<file path="config.mk">
export PLATFORM = sky130hd
export DESIGN_NAME = debounce_event_ctrl
export DESIGN_NICKNAME = d
export VERILOG_FILES = /design/src/rtl/debounce_event_ctrl.sv
export SDC_FILE = /design/constraint.sdc
export NUM_CORES = 1
export LEC_CHECK = 0
export CAP_MARGIN = 20
export CORE_MARGIN = 4
export CORE_UTILIZATION = 40
export DETAILED_ROUTE_END_ITERATION = 12
export HOLD_SLACK_MARGIN = 0.05
export PLACE_DENSITY_LB_ADDON = 0.15
export SLEW_MARGIN = 25
export SYNTH_ARGS = -nofsm -noshare
export SYNTH_HDL_FRONTEND = slang
export SYNTH_SLANG_ARGS = --single-unit
</file>
<file path="constraint.sdc">
create_clock -name clk -period 1.7 [get_ports clk]
set_input_delay 0.34 -clock clk [delete_from_list [all_inputs] [get_ports clk]]
set_output_delay 0.34 -clock clk [all_outputs]
set_load 0.03 [all_outputs]
</file>
<file path="src/rtl/debounce_event_ctrl.sv">
// debounce_event_ctrl: multi-channel synchroniser + debouncer with press/release
// pulses, sticky per-channel event flags and a registered IRQ.
// Optional long-press detection is built when the macro DEBOUNCE_LONGPRESS_EN is
// defined; without it long_pulse is tied to 0 and only presses set event_pending.
module debounce_event_ctrl #(
    parameter int    WIDTH         = 2,
    parameter string POLARITY      = "LOW",
    parameter int    TIMEOUT       = 50000,
    parameter int    TIMEOUT_WIDTH = 16,
    parameter int    SYNC_STAGES   = 2,
    parameter int    LONG_TICKS    = 1000,
    parameter int    LONG_WIDTH    = 10
) (
    input  logic             clk,
    input  logic             reset_n,
    input  logic [WIDTH-1:0] data_in,
    output logic [WIDTH-1:0] data_out,
    output logic [WIDTH-1:0] press_pulse,
    output logic [WIDTH-1:0] release_pulse,
    output logic [WIDTH-1:0] long_pulse,
    input  logic [WIDTH-1:0] event_clr,
    output logic [WIDTH-1:0] event_pending,
    output logic             irq
);

    // Active level of the pins; the idle (reset) level is its complement.
    localparam logic                     ACTIVE   = (POLARITY == "HIGH") ? 1'b1 : 1'b0;
    localparam logic [WIDTH-1:0]         IDLE_LVL = {WIDTH{~ACTIVE}};
    localparam logic [TIMEOUT_WIDTH-1:0] CNT_LAST = TIMEOUT_WIDTH'(TIMEOUT - 1);

    // Reject parameter sets the counters cannot represent.
    if (TIMEOUT < 2 || SYNC_STAGES < 2 || (64'(1) << TIMEOUT_WIDTH) < 64'(TIMEOUT) ||
        LONG_TICKS < 1 || (64'(1) << LONG_WIDTH) <= 64'(LONG_TICKS)) begin : g_param_check
        $error("debounce_event_ctrl: illegal parameter combination");
    end

    logic [WIDTH-1:0]         sync_q [SYNC_STAGES];
    logic [WIDTH-1:0]         s;
    logic [TIMEOUT_WIDTH-1:0] cnt_q  [WIDTH];
    logic [TIMEOUT_WIDTH-1:0] cnt_d  [WIDTH];
    logic [WIDTH-1:0]         data_q, data_d;
    logic [WIDTH-1:0]         press_q, press_d;
    logic [WIDTH-1:0]         release_q, release_d;
    logic [WIDTH-1:0]         pend_q, pend_d;
    logic                     irq_q;

    // Input synchroniser chain; s is the metastability-safe view of the pins.
    always_ff @(posedge clk or negedge reset_n) begin
        if (!reset_n) begin
            for (int k = 0; k < SYNC_STAGES; k++) sync_q[k] <= IDLE_LVL;
        end else begin
            sync_q[0] <= data_in;
            for (int k = 1; k < SYNC_STAGES; k++) sync_q[k] <= sync_q[k-1];
        end
    end

    assign s = sync_q[SYNC_STAGES-1];

    // Per-channel stability counter: any return to the current level restarts it,
    // TIMEOUT consecutive differing samples commit the new level and fire an edge pulse.
    always_comb begin
        data_d    = data_q;
        press_d   = '0;
        release_d = '0;
        for (int i = 0; i < WIDTH; i++) begin
            cnt_d[i] = '0;
            if (s[i] != data_q[i]) begin
                if (cnt_q[i] == CNT_LAST) begin
                    data_d[i] = s[i];
                    if (s[i] == ACTIVE) press_d[i]   = 1'b1;
                    else                release_d[i] = 1'b1;
                end else begin
                    cnt_d[i] = cnt_q[i] + 1'b1;
                end
            end
        end
    end

    // Debounced level, counters and edge pulses are all registered together.
    always_ff @(posedge clk or negedge reset_n) begin
        if (!reset_n) begin
            for (int i = 0; i < WIDTH; i++) cnt_q[i] <= '0;
            data_q    <= IDLE_LVL;
            press_q   <= '0;
            release_q <= '0;
        end else begin
            for (int i = 0; i < WIDTH; i++) cnt_q[i] <= cnt_d[i];
            data_q    <= data_d;
            press_q   <= press_d;
            release_q <= release_d;
        end
    end

`ifdef DEBOUNCE_LONGPRESS_EN
    localparam logic [LONG_WIDTH-1:0] LONG_MAX  = LONG_WIDTH'(LONG_TICKS);
    localparam logic [LONG_WIDTH-1:0] LONG_LAST = LONG_WIDTH'(LONG_TICKS - 1);

    logic [TIMEOUT_WIDTH-1:0] pre_q;
    logic                     tick;
    logic [LONG_WIDTH-1:0]    lcnt_q [WIDTH];
    logic [WIDTH-1:0]         long_q;

    assign tick = (pre_q == CNT_LAST);

    // Shared free-running prescaler: one tick every TIMEOUT cycles.
    always_ff @(posedge clk or negedge reset_n) begin
        if (!reset_n) pre_q <= '0;
        else          pre_q <= tick ? '0 : pre_q + 1'b1;
    end

    // Hold-time counter per channel; saturates so the long pulse fires once per press.
    always_ff @(posedge clk or negedge reset_n) begin
        if (!reset_n) begin
            for (int i = 0; i < WIDTH; i++) lcnt_q[i] <= '0;
            long_q <= '0;
        end else begin
            for (int i = 0; i < WIDTH; i++) begin
                long_q[i] <= 1'b0;
                if (data_q[i] != ACTIVE) begin
                    lcnt_q[i] <= '0;
                end else if (tick && lcnt_q[i] != LONG_MAX) begin
                    lcnt_q[i] <= lcnt_q[i] + 1'b1;
                    long_q[i] <= (lcnt_q[i] == LONG_LAST);
                end
            end
        end
    end

    assign long_pulse = long_q;
`else
    assign long_pulse = '0;
`endif

    // Sticky event flags: a visible press/long pulse sets, event_clr clears, set wins.
    always_comb begin
        pend_d = (pend_q & ~event_clr) | press_q | long_pulse;
    end

    // Event flags and the IRQ summary; irq trails event_pending by one cycle.
    always_ff @(posedge clk or negedge reset_n) begin
        if (!reset_n) begin
            pend_q <= '0;
            irq_q  <= 1'b0;
        end else begin
            pend_q <= pend_d;
            irq_q  <= |pend_q;
        end
    end

    assign data_out      = data_q;
    assign press_pulse   = press_q;
    assign release_pulse = release_q;
    assign event_pending = pend_q;
    assign irq           = irq_q;

endmodule

</file>
---- Word level (Yosys, flattened, before mapping) ----
Cells that the tools add are included.
storage, ports and cells
  register bits after elaboration ......... 45
  word-level logic and storage cells ...... 38
cells by class
  add/subtract/negate cells ............... 2
  eq/ne operators ......................... 4
  muxes and demuxes ....................... 16
  bitwise operators ....................... 3
  reductions and logical operators ........ 3
operators by type and width
  operator                 number
  $mux W16                 4
  $add A16 B1 Y16 const B  2
  $eq A16 B16 Y1 const B   2
  $mux W1                  12
  $reduce_and A2 Y1        2
  $and A2 B2 Y2            1
  $ne A1 B1 Y1             2
  $not A2 Y2               1
  $or A2 B2 Y2             1
  $reduce_or A2 Y1         1

---- Logic depth before layout (Yosys ltp) ----
  depth after elaboration ................. 3
  mapped depth ............................ 6
  depth with buffers taken out ............ 5

---- Least setup slack after synthesis ----
OpenSTA, ideal clock, no wires.
  path type ............................... register to register
  from .................................... register cnt_q[26] (netlist name)
  to ...................................... register data_q[0] (netlist: data_out[0])
  library setup time ...................... 0.082 ns
  arrival time ............................ 1.647 ns
  required time ........................... 1.618 ns
  setup slack ............................. -0.030 ns
  stages on the path, launching flop included .. 4
  path buffers ............................ 0
  cells stage by stage .................... dfrtp_1 > or3_1 > or4_4 > mux2_4
on the way
  cells in the longest elaborated chain, start to end .. 2
ends and longest elaborated chain
  element                             RTL line  source
  start, declared                     39        logic [TIMEOUT_WIDTH-1:0] cnt_q [WIDTH];
  $eq A16 B16 Y1                      68        if (cnt_q[i] == CNT_LAST) begin
  $reduce_and A2 Y1 (no source line)  --
  end signal, assigned                88        data_q <= data_d;
  end, declared                       41        logic [WIDTH-1:0] data_q, data_d;
No other way between the ends.
A chain may end at the register's enable or synchronous reset.

---- Worst setup path in the final report ----
  from .................................... register cnt_q[28] (netlist name)
  to ...................................... register data_q[0] (netlist: data_out[0])
Same word-level chain as after synthesis.

==> metrics.yaml <==
outcome:
  status: "complete, but fails checks"
  violations: "negative setup slack"
clock_network:
  cts_made_buffers: 5
  ctsHoldBuffers: 0
  path_clk_slew_ns: 0.08
  clock-sinks: 45
  tritoncts: "built"
  htree_levels: 2
  clock_latency_ns: 0.29
  cts_root_buf: "clkbuf_8"
  max-clock-path-buffers: 2
place:
  gp_congestion: 0.838
  io_buffers: 14
  dp_hpwl_um: 2830
pwr:
  power_density_mw_per_mm2: 753
  pwr-share-comb_pct: 5.4
  pwr-share-clk_pct: 39.2
  internal-power_mw: 1.58
  sw_frac_of_total_pct: 20.8
  peakVddDrop_v: 0.000414
  p_switching_mw: 0.413
  p_seq_share_pct: 55.4
  leakagePower_nw: 1.21
yosys:
  synth-xor-area-share_pct: 11.5
  synth_common_cells: "dfrtp_1, nor2_1, xnor2_1"
  synthMuxAreaShare_pct: 1.28
  synth_area_leaders: "dfrtp_1, xnor2_1, dfstp_2"
  ys_types: 34
  ys_async_sr_fraction_pct: 100
  synth_edf_count: 0
  yosys.area.top_type: "dfrtp_1"
  yosysMostFrequentCell: "dfrtp_1"
  synthCells: 191
  yosys_warnings: 0
  yosysSeqAreaShare_pct: 55.2
  synthAdderAreaFrac_pct: 1.22
  avgSynthCellArea_um2: 10.8
  yosys.area_share.simple_pct: 24.7
  synth_top_family_by_area: "simple AND/OR/NAND/NOR gates"
  synth_top_area_share_pct: 47.5
  synth_top_flop_cell: "dfrtp_1"
  synth-seq-cells: 45
  synth-compound-area-share_pct: 3.23
  synthesis.area_mm2: 0.00205
timing:
  period_share_pct: 103
  rsz0062_at_grt: "yes"
  hold_viol: 0
  fin_crit_ns: 1.74
  worstMarginPinSlew_ns: 0.556
  fin_skew_ns: 0.00442
  finalSetupViolCount: 16
  fmaxAchievable_ghz: 0.573
  drv_slew: 0
  setup_slack_ns: -0.0447
  setup-tns-final_ns: -0.318
  slew_headroom_pct: 63.0
floorplan:
  core_mm2: 0.00485
  dieHeight_um: 79.7
  start_util_pct: 42.4
  row_count: 25
  dieArea_mm2: 0.00635
  num_io_pins: 17
  die_w_um: 79.7
global_route:
  grt_pass1_wl_um: 6780
  antenna_found_initial: 0
  grt_pass1_vias: 1441
  grt_max_degree: 46
  gr-total-overflow: 0
  track_usage_pct: 13.6
critical_path:
  cp_max_fo: 4
  path_buf_inv: 0
  path_cells: "nor4b_2 > nand3b_1 > or4_4 > mux2_4"
  r2r-start: "cnt_q[28]"
  critical_path_arrival_ns: 1.97
  r2r-end: "data_out[0]"
  start_kind: "flip-flop"
  crit_cells: 4
  slowest_delay_ns: 0.54
  ff2ff_path_depth: 4
  critical_path.top_delay_family: "simple AND/OR/NAND/NOR gates"
  crit_required_ns: 1.92
  cp-end-kind: "flip-flop"
  critical_path_class: "flip-flop to flip-flop"
  regToRegSetupSlack_ns: -0.04
  crit_slowest_cell: "or4_4"
detailed_routing:
  viasPerCell: 4.96
  drt-initial-drc-count: 102
  drtPass1Iterations: 4
  totalWireLength_um: 3990
  antenna_left: 0
  route.detailed.wl_per_inst_um: 13.1
  via_count: 1508
  post-route-drc-count: 0
final_layout:
  finalNetCount: 244
  diodes: 0
  fillers: 428
  syn_to_final_growth_pct: 28.6
  drive_gt1_share_pct: 27.0
  fin_util_pct: 54.5
job:
  cap_violations: 0
worst_hold_path:
  hold_path.class: "input pin to asynchronous set/reset pin"
==> metal layers <==
| metal | vias to the layer above | part of all wire [%] | GRT usage, % |
|---|---|---|---|
| li1 | 743 | - | - |
| met1 | 719 | 48 | 20.0 |
| met2 | 40 | 45 | 19.6 |
| met3 | 6 | 5.4 | 3.72 |
| met4 | 0 | 1.5 | 4.12 |
| met5 | - | 0 | 0 |
==> timing repair <==
item                                    CTS  global route
pin swaps                                 9             2
setup buffers                             0             4
cloned                                    1             0
resized for setup                         7            19
endpoints found under the setup margin   21            39
==> cells by family (layout without fill, tap and decap cells) <==
kind of cell	Yosys count	count (layout)
xor gates and xnor gates	27	27
other	1	2
and+or+nand+nor	93	93
DFF	45	45
adders and majority gates	2	2
buffers and inverters	12	57
muxes	2	2
AOI/OAI and AO/OA	9	9
==> power by group through the flow <==
stage	registers (mW)	clock network [mW]	logic (mW)
2_1_floorplan	1.12	0	0.0407
3_3_place_gp	1.12	0	0.0935
3_5_place_dp	1.12	0	0.0961
4_1_cts	1.10	0.815	0.101
5_1_grt	1.11	0.862	0.120
6_report	1.10	0.780	0.106
==> registers in the layout, summed over array words and instances, names as in the netlist <==
register	cells
event_pending	2
s	2
release_pulse	2
irq	1
cnt_q	32
sync_q	2
press_pulse	2
data_out	2
==> worst reg2reg max path, stage by stage (launching register included) <==
cell and delay (ns):
dfrtp_1 0.40, nor4b_2 0.28, nand3b_1 0.14, or4_4 0.54, mux2_4 0.32
==> area by class of cell <==
class	count	area (um2)	share of cell area (%)
sequential	45	1140	43.0
multi-input combinational	135	926	35.0
timing repair buffer	41	355	13.4
tap	67	83.8	3.17
clock buffer	6	72.6	2.75
clock inverter	2	38.8	1.47
inverter	8	30.0	1.14
==> stage by stage <==
step / cell area, um2 / hold slack [ns] / total power [mW] / std cells / setup WS [ns]
final: 2640 / 0.116 / 1.99 / 304 / -0.0447
after global routing: 2640 / 0.165 / 2.09 / 304 / -0.111
after CTS: 2550 / 0.144 / 2.02 / 300 / -0.0376
after detailed placement: 2420 / 0.347 / 1.22 / 291 / -0.0672
after global placement: 2420 / 0.350 / 1.22 / 291 / -0.0134
after floorplan: 2060 / 0.0444 / 1.16 / 192 / 0.0000463
==> layout by cell type (no fill, tap or decap), types with 2 or more instances in the layout <==
cell type,count
ha_1,2
xor2_1,7
nor4_1,6
dfrtp_2,2
a21oi_1,3
nand3_1,6
or2_2,2
buf_4,25
nor2_2,6
xnor2_1,20
dfstp_2,6
clkdlybuf4s50_1,6
nand3_2,3
o31ai_1,2
nor3b_1,3
dfrtp_1,37
nand2_1,9
or3_4,2
nor4bb_1,2
a21o_1,2
dlygate4sd2_1,2
clkbuf_8,5
or3_1,2
and3_1,4
nor2_1,25
inv_1,8
buf_6,2
nor3_1,5
dlymetal6s2s_1,5
conb_1,2
nand4_1,8
or4_1,2
==> worst max path at each step <==
stage                        endpoint  startpoint  slack, ns
after global placement    data_out[0]   cnt_q[29]      -0.01
after floorplan             cnt_q[30]   cnt_q[26]    0.00005
after global routing        cnt_q[31]   cnt_q[28]      -0.11
after detailed placement  data_out[0]   cnt_q[29]      -0.07
final                     data_out[0]   cnt_q[28]      -0.04
after CTS                 data_out[0]   cnt_q[28]      -0.04
Power figures use the tool's default switching activity.
